## src/rtl/pad_line_mux_sync_if.sv

```systemverilog
// Pad-line bus bundle: per-macro o/oe buses in, selected o/oe out, and the
// pad input path broadcast back to the macros.
interface pad_line_mux_sync_if #(
    parameter int N_MACROS = 2,
    parameter int WIDTH    = 10
) ();
    logic [N_MACROS*WIDTH-1:0] north_o_bus;
    logic [N_MACROS*WIDTH-1:0] north_oe_bus;
    logic [WIDTH-1:0]          north_o_selected;
    logic [WIDTH-1:0]          north_oe_selected;
    logic [WIDTH-1:0]          north_i;
    logic [WIDTH-1:0]          north_i_sync;

    // macro array / pad ring side
    modport master (
        output north_o_bus, north_oe_bus, north_i,
        input  north_o_selected, north_oe_selected, north_i_sync
    );

    // selector side
    modport slave (
        input  north_o_bus, north_oe_bus, north_i,
        output north_o_selected, north_oe_selected, north_i_sync
    );
endinterface

```

## src/rtl/pad_line_mux_sync.sv

```systemverilog
// Registered pad-line selector with break-before-make switching.
// A configuration change tri-states the line (oe low) for GUARD_CYCLES+1
// cycles before the new macro takes over, so two macros never drive the pads.
// Optional macro PAD_IN_SYNC_EN: adds a 2-flop synchroniser on the pad inputs;
// otherwise the pad inputs pass straight through.
//
//   state  | meaning
//   ACTIVE | line owned by macro sel_idx, o/oe registered from it
//   DRAIN  | oe forced low, guard counting towards latched target
module pad_line_mux_sync #(
    parameter int N_MACROS     = 2,
    parameter int WIDTH        = 10,
    parameter int CFG_W        = 4,
    parameter int GUARD_CYCLES = 2,
    localparam int SEL_W       = $clog2(N_MACROS),
    localparam int CNT_W       = $clog2(GUARD_CYCLES + 1)
) (
    input  logic             clk,
    input  logic             rst_n,
    input  logic [CFG_W-1:0] configuration,
    pad_line_mux_sync_if.slave bus,
    output logic [SEL_W-1:0] sel_idx,
    output logic             switching
);

    typedef enum logic {
        ACTIVE = 1'b0,
        DRAIN  = 1'b1
    } state_t;

    state_t           r_state;
    logic [CNT_W-1:0] r_cnt;
    logic [SEL_W-1:0] r_sel_idx;
    logic [SEL_W-1:0] r_tgt;
    logic [WIDTH-1:0] r_o_sel;
    logic [WIDTH-1:0] r_oe_sel;

    state_t           w_nxt_state;
    logic [CNT_W-1:0] w_nxt_cnt;
    logic [SEL_W-1:0] w_nxt_sel_idx;
    logic [SEL_W-1:0] w_nxt_tgt;
    logic [WIDTH-1:0] w_nxt_o_sel;
    logic [WIDTH-1:0] w_nxt_oe_sel;
    logic [SEL_W-1:0] w_tgt;
    logic [31:0]      w_cfg_u;
    logic [WIDTH-1:0] w_o_cur;
    logic [WIDTH-1:0] w_oe_cur;

    // Decode the configuration word into a target macro; out-of-range words map to 0
    always_comb begin
        w_cfg_u = 32'(configuration);
        if (w_cfg_u < 32'(2 * N_MACROS))
            w_tgt = SEL_W'(w_cfg_u % 32'(N_MACROS));
        else
            w_tgt = '0;
    end

    // Pick the current owner's slices out of the packed buses
    always_comb begin
        w_o_cur  = bus.north_o_bus[int'(r_sel_idx)*WIDTH +: WIDTH];
        w_oe_cur = bus.north_oe_bus[int'(r_sel_idx)*WIDTH +: WIDTH];
    end

    // Next-state and next-output logic for the ownership FSM
    always_comb begin
        w_nxt_state   = r_state;
        w_nxt_cnt     = r_cnt;
        w_nxt_sel_idx = r_sel_idx;
        w_nxt_tgt     = r_tgt;
        w_nxt_o_sel   = r_o_sel;
        w_nxt_oe_sel  = r_oe_sel;
        case (r_state)
            ACTIVE: begin
                if (w_tgt != r_sel_idx) begin
                    w_nxt_state  = DRAIN;
                    w_nxt_tgt    = w_tgt;
                    w_nxt_cnt    = '0;
                    w_nxt_oe_sel = '0;
                end else begin
                    w_nxt_o_sel  = w_o_cur;
                    w_nxt_oe_sel = w_oe_cur;
                end
            end
            DRAIN: begin
                w_nxt_oe_sel = '0;
                // a new request restarts the guard; returning to the current
                // owner still waits out the full guard
                if (w_tgt != r_tgt) begin
                    w_nxt_tgt = w_tgt;
                    w_nxt_cnt = '0;
                end else if (r_cnt == CNT_W'(GUARD_CYCLES - 1)) begin
                    w_nxt_sel_idx = r_tgt;
                    w_nxt_state   = ACTIVE;
                end else begin
                    w_nxt_cnt = r_cnt + CNT_W'(1);
                end
            end
            default: w_nxt_state = DRAIN;
        endcase
    end

    // State and output registers, synchronous active-low reset
    always_ff @(posedge clk) begin
        if (!rst_n) begin
            r_state   <= DRAIN;
            r_cnt     <= '0;
            r_sel_idx <= '0;
            r_tgt     <= '0;
            r_o_sel   <= '0;
            r_oe_sel  <= '0;
        end else begin
            r_state   <= w_nxt_state;
            r_cnt     <= w_nxt_cnt;
            r_sel_idx <= w_nxt_sel_idx;
            r_tgt     <= w_nxt_tgt;
            r_o_sel   <= w_nxt_o_sel;
            r_oe_sel  <= w_nxt_oe_sel;
        end
    end

    assign bus.north_o_selected  = r_o_sel;
    assign bus.north_oe_selected = r_oe_sel;
    assign sel_idx               = r_sel_idx;
    assign switching             = (r_state != ACTIVE);

`ifdef PAD_IN_SYNC_EN
    logic [WIDTH-1:0] r_i_meta;
    logic [WIDTH-1:0] r_i_sync;

    // Two-flop synchroniser on the asynchronous pad inputs
    always_ff @(posedge clk) begin
        if (!rst_n) begin
            r_i_meta <= '0;
            r_i_sync <= '0;
        end else begin
            r_i_meta <= bus.north_i;
            r_i_sync <= r_i_meta;
        end
    end

    assign bus.north_i_sync = r_i_sync;
`else
    assign bus.north_i_sync = bus.north_i;
`endif

endmodule

```

## src/flat_wrapper.sv

```systemverilog
// flat-port wrapper written by rule: the top's interface ports become plain ports
module pad_line_mux_sync_flat 
#(
    parameter int N_MACROS     = 2,
    parameter int WIDTH        = 10,
    parameter int CFG_W        = 4,
    parameter int GUARD_CYCLES = 2,
    localparam int SEL_W       = $clog2(N_MACROS),
    localparam int CNT_W       = $clog2(GUARD_CYCLES + 1)
)
  (clk, rst_n, configuration, sel_idx, switching, bus_north_o_bus, bus_north_oe_bus, bus_north_i, bus_north_o_selected, bus_north_oe_selected, bus_north_i_sync);
  pad_line_mux_sync_if #(.N_MACROS(N_MACROS), .WIDTH(WIDTH)) bus_i ();
  input  logic clk;
  input  logic rst_n;
  input  logic [CFG_W-1:0] configuration;
  output logic [SEL_W-1:0] sel_idx;
  output logic switching;
  input wire logic [$bits(bus_i.north_o_bus)-1:0] bus_north_o_bus;
  input wire logic [$bits(bus_i.north_oe_bus)-1:0] bus_north_oe_bus;
  input wire logic [$bits(bus_i.north_i)-1:0] bus_north_i;
  output wire logic [$bits(bus_i.north_o_selected)-1:0] bus_north_o_selected;
  output wire logic [$bits(bus_i.north_oe_selected)-1:0] bus_north_oe_selected;
  output wire logic [$bits(bus_i.north_i_sync)-1:0] bus_north_i_sync;
  assign bus_i.north_o_bus = bus_north_o_bus;
  assign bus_i.north_oe_bus = bus_north_oe_bus;
  assign bus_i.north_i = bus_north_i;
  assign bus_north_o_selected = bus_i.north_o_selected;
  assign bus_north_oe_selected = bus_i.north_oe_selected;
  assign bus_north_i_sync = bus_i.north_i_sync;
  pad_line_mux_sync #(.N_MACROS(N_MACROS), .WIDTH(WIDTH), .CFG_W(CFG_W), .GUARD_CYCLES(GUARD_CYCLES)) u_core (.clk(clk), .rst_n(rst_n), .configuration(configuration), .bus(bus_i), .sel_idx(sel_idx), .switching(switching));
endmodule
```

## config.mk

```make
export PLATFORM = sky130hd
export DESIGN_NAME = pad_line_mux_sync_flat
export DESIGN_NICKNAME = d
export VERILOG_FILES = /design/src/rtl/pad_line_mux_sync_if.sv /design/src/rtl/pad_line_mux_sync.sv /design/src/flat_wrapper.sv
export SDC_FILE = /design/constraint.sdc
export NUM_CORES = 1
export LEC_CHECK = 0
export CAP_MARGIN = 0
export CORE_MARGIN = 1
export CORE_UTILIZATION = 34
export DETAILED_ROUTE_END_ITERATION = 16
export HOLD_SLACK_MARGIN = 0.06
export PLACE_DENSITY = 0.8
export SKIP_LAST_GASP = 1
export SLEW_MARGIN = 5
export SYNTH_ARGS = -nofsm -noshare
export SYNTH_HDL_FRONTEND = slang
export SYNTH_SLANG_ARGS = --single-unit
```

## constraint.sdc

```tcl
create_clock -name clk -period 1.52 [get_ports clk]
set_input_delay 0.304 -clock clk [delete_from_list [all_inputs] [get_ports clk]]
set_output_delay 0.304 -clock clk [all_outputs]
set_load 0.01 [all_outputs]
```

==> results.sh <==
export IMPL_worst_ir_drop_vdd_mv=0.612
export IMPL_antenna_cells=0
export IMPL_h_tree_depth=1
export IMPL_first_pass_iters=4
export IMPL_synth_cell_area_sq_mm=0.00118
export IMPL_critical_register_to_register_path_startpoint="u_core.sel_idx"
export IMPL_grt_pass1_wl_um=4140
export IMPL_synthesis_yosys_warnings=0
export IMPL_fp_row_count=21
export IMPL_critical_path_max_fanout=1
export IMPL_status="complete, no violations"
export IMPL_worstRegToRegCells=5
export IMPL_ys_seq_elements=25
export IMPL_tritoncts="done"
export IMPL_worst_slew_margin_rel_pct=81.9
export IMPL_synth_area_per_cell_sq_um=9.85
export IMPL_synth_seq_area_share_pct=42.3
export IMPL_layout_setup_ws_ps=41.2
export IMPL_maxClockFrequency_mhz=676
export IMPL_first_global_vias=1005
export IMPL_grt_overflow_total=0
export IMPL_io_buffers=66
export IMPL_cellLeakagePower_nw=0.868
export IMPL_initial_utilization_pct=35.4
export IMPL_netlist_instances=120
export IMPL_drive_above_1_share_pct=14.8
export IMPL_dr_first_iter_drc_count=33
export IMPL_cp_cell_sequence="clkdlybuf4s50_1"
export IMPL_grt_usage_pct=15.1
export IMPL_crit_family="buffers and inverters"
export IMPL_hpwlAfterDp_um=2220
export IMPL_core_region_area_sq_mm=0.00334
export IMPL_worst_path_largest_cell_delay_ps=520
export IMPL_cp_slowest_cell="clkdlybuf4s50_1"
export IMPL_wirelength_um=2980
export IMPL_worst_skew_pair_late_latency_ps=330
export IMPL_synth_main_ff_cell="dfxtp_1"
export IMPL_final_period_utilization_pct=97.3
export IMPL_post_synth_top_count_cell="dfxtp_1"
export IMPL_critical_path_arrival_ps=1170
export IMPL_pre_cts_slack_ps=-428
export IMPL_final_min_clock_period_ps=1480
export IMPL_route_detailed_drc=0
export IMPL_post_synth_top_area_cell="dfxtp_1"
export IMPL_setup_worst_path_end_class="output pin"
export IMPL_die_width_um=61.0
export IMPL_timing_final_max_slew_violations=0
export IMPL_worst_hold_startpoint="configuration[2]"
export IMPL_report_final_hold_viol_count=0
export IMPL_final_weighted_congestion_in_routability_driven_placement=0.650
export IMPL_areaGrowthSynthToFinish_pct=65.5
export IMPL_final_hold_worst_slack_ps=441
export IMPL_number_of_enable_flip_flop_cells_after_synthesis=0
export IMPL_dr_total_vias=1069
export IMPL_power_density_cell_area_mw_per_mm2=1060
export IMPL_r2r_end="u_core.r_cnt[0]"
export IMPL_critical_path_class="flip-flop to output pin"
export IMPL_async_reset_ff_share_pct=0
export IMPL_critPathBufInv=1
export IMPL_whs_endpoint="u_core.r_tgt"
export IMPL_worstHoldPathType="primary input to flip-flop"
export IMPL_ant_nets=0
export IMPL_critical_path_startpoint="u_core.bus.north_oe_selected[2]"
export IMPL_tightest_slew_ps=270
export IMPL_final_setup_skew_ps=9.12
export IMPL_yosys_top_cells_area="dfxtp_1 (42%), mux2i_1 (17%), nor2_1 (6.7%)"
export IMPL_setup_viol_count_final=0
export IMPL_worstHoldPathCells=5
export IMPL_io_pins=88
export IMPL_maxCapViolCount=0
export IMPL_clock_root_buffer="clkbuf_4"
export IMPL_worst_setup_path_start_kind="flip-flop"
export IMPL_dieArea_sq_mm=0.00372
export IMPL_synth_cell_types=26
export IMPL_die_height_um=61.0
export IMPL_yosysTopAreaCellShare_pct=42.3
export IMPL_cts_sinks=25
export IMPL_largest_net_degree_at_the_start_of_global_routing=21
export IMPL_cts_clk_slew_worst_paths_ps=150
export IMPL_post_synth_most_frequent_cells="dfxtp_1 (25), nor2_1 (21), mux2i_1 (20), buf_4 (10), a211oi_1 (7)"
export IMPL_syn_num_nets=177
export IMPL_rsz_0062_raised_after_global_routing="false"
export IMPL_postLayoutCoreUtil_pct=58.6
export IMPL_tritoncts_buffers=3
export IMPL_clockBufferDepth=2
export IMPL_route_detailed_wl_per_inst_um=13.0
export IMPL_r2r_slack_ps=140
export IMPL_vias_per_cell=4.67
export IMPL_data_required_time_at_the_worst_endpoint_ps=1220
export IMPL_cts_hold_buffers=0
export IMPL_layout_nets=241
export IMPL_grt_antenna_before_repair=0
[cell usage in the layout (no fill, tap or decap), types with 2 or more instances in the layout]
master and n:
a211oi_1 5, a211oi_2 6, a21oi_1 2, a31oi_1 2, buf_4 7, buf_6 2
clkbuf_4 3, clkdlybuf4s50_1 43, dfxtp_1 23, dfxtp_2 2, dlygate4sd2_1 14, dlymetal6s2s_1 9
inv_1 3, mux2i_1 20, nand2_1 3, nand2b_1 2, nor2_1 21, o21ai_0 3
[registers in the layout, indices dropped and copies added (netlist names)]
register	cells
u_core.sel_idx	1
u_core.switching	1
u_core.bus.north_o_selected	10
u_core.r_cnt	2
u_core.bus.north_oe_selected	10
u_core.r_tgt	1
[per-stage QoR]
step,cells,total power [mW],instance area [sq um],TNS [ps]
floorplan,120,1.34,1180,0
global placement,222,1.69,1840,-7320
detailed placement,222,1.73,1840,-8410
CTS,226,1.99,1860,-17.1
global route,229,2.20,1960,0
finish,229,2.07,1960,0
[tightest hold or removal path: stages]
cell and delay [ps]:
dlymetal6s2s_1 130, nor3b_4 70, buf_6 130, nand2_1 50
a21oi_1 50
[routing by layer]
layer | part of all wire [%] | vias to the layer above | global-route usage, %
met5 | 0 | - | 0
met4 | 1.9 | 0 | 6.82
met3 | 12 | 7 | 4.90
met2 | 48 | 67 | 28.3
met1 | 38 | 468 | 15.0
li1 | - | 527 | -
[where the power goes]
part | switching (mW) | total [mW] | internal, mW
combinational | 0.392 | 0.895 | 0.502
sequential | 0.0732 | 0.866 | 0.793
clock | 0.210 | 0.311 | 0.101
[logic make-up after synthesis]
kind of cell	Yosys count	synth area share, %
AOI/OAI and AO/OA	19	12.6
xor gates and xnor gates	2	1.48
and+or+nand+nor	31	12.3
DFF	25	42.3
buffers and inverters	21	12.2
muxes	21	18.1
adders and majority gates	1	1.06
[worst max-delay path by stage]
| stage | slack, ps | cells past startpoint | endpoint |
|---|---|---|---|
| detailed placement | -430 | 6 | u_core.bus.north_oe_selected[9] |
| global placement | -350 | 6 | u_core.bus.north_oe_selected[0] |
| CTS | -10 | 6 | u_core.bus.north_o_selected[3] |
| global route | 0.2 | 1 | bus_north_oe_selected[6] |
| finish | 40 | 1 | bus_north_oe_selected[2] |
| floorplan | 120 | 5 | u_core.bus.north_o_selected[0] |
[cell type report]
cell class                 count  area, sq um
sequential                    25          503
fill                         302         1380
tap                           46         57.6
timing repair buffer          77          786
multi-input combinational     74          569
clock inverter                 1         7.51
inverter                       3         11.3
clock buffer                   3         22.5
[repair_timing]
item / CTS / global route
pin swaps: 0 / 3
cloned: 0 / 1
setup buffers: 0 / 2
endpoints found under the setup margin: 26 / 29
gates resized for setup: 17 / 15
Power figures use the tool's default switching activity.
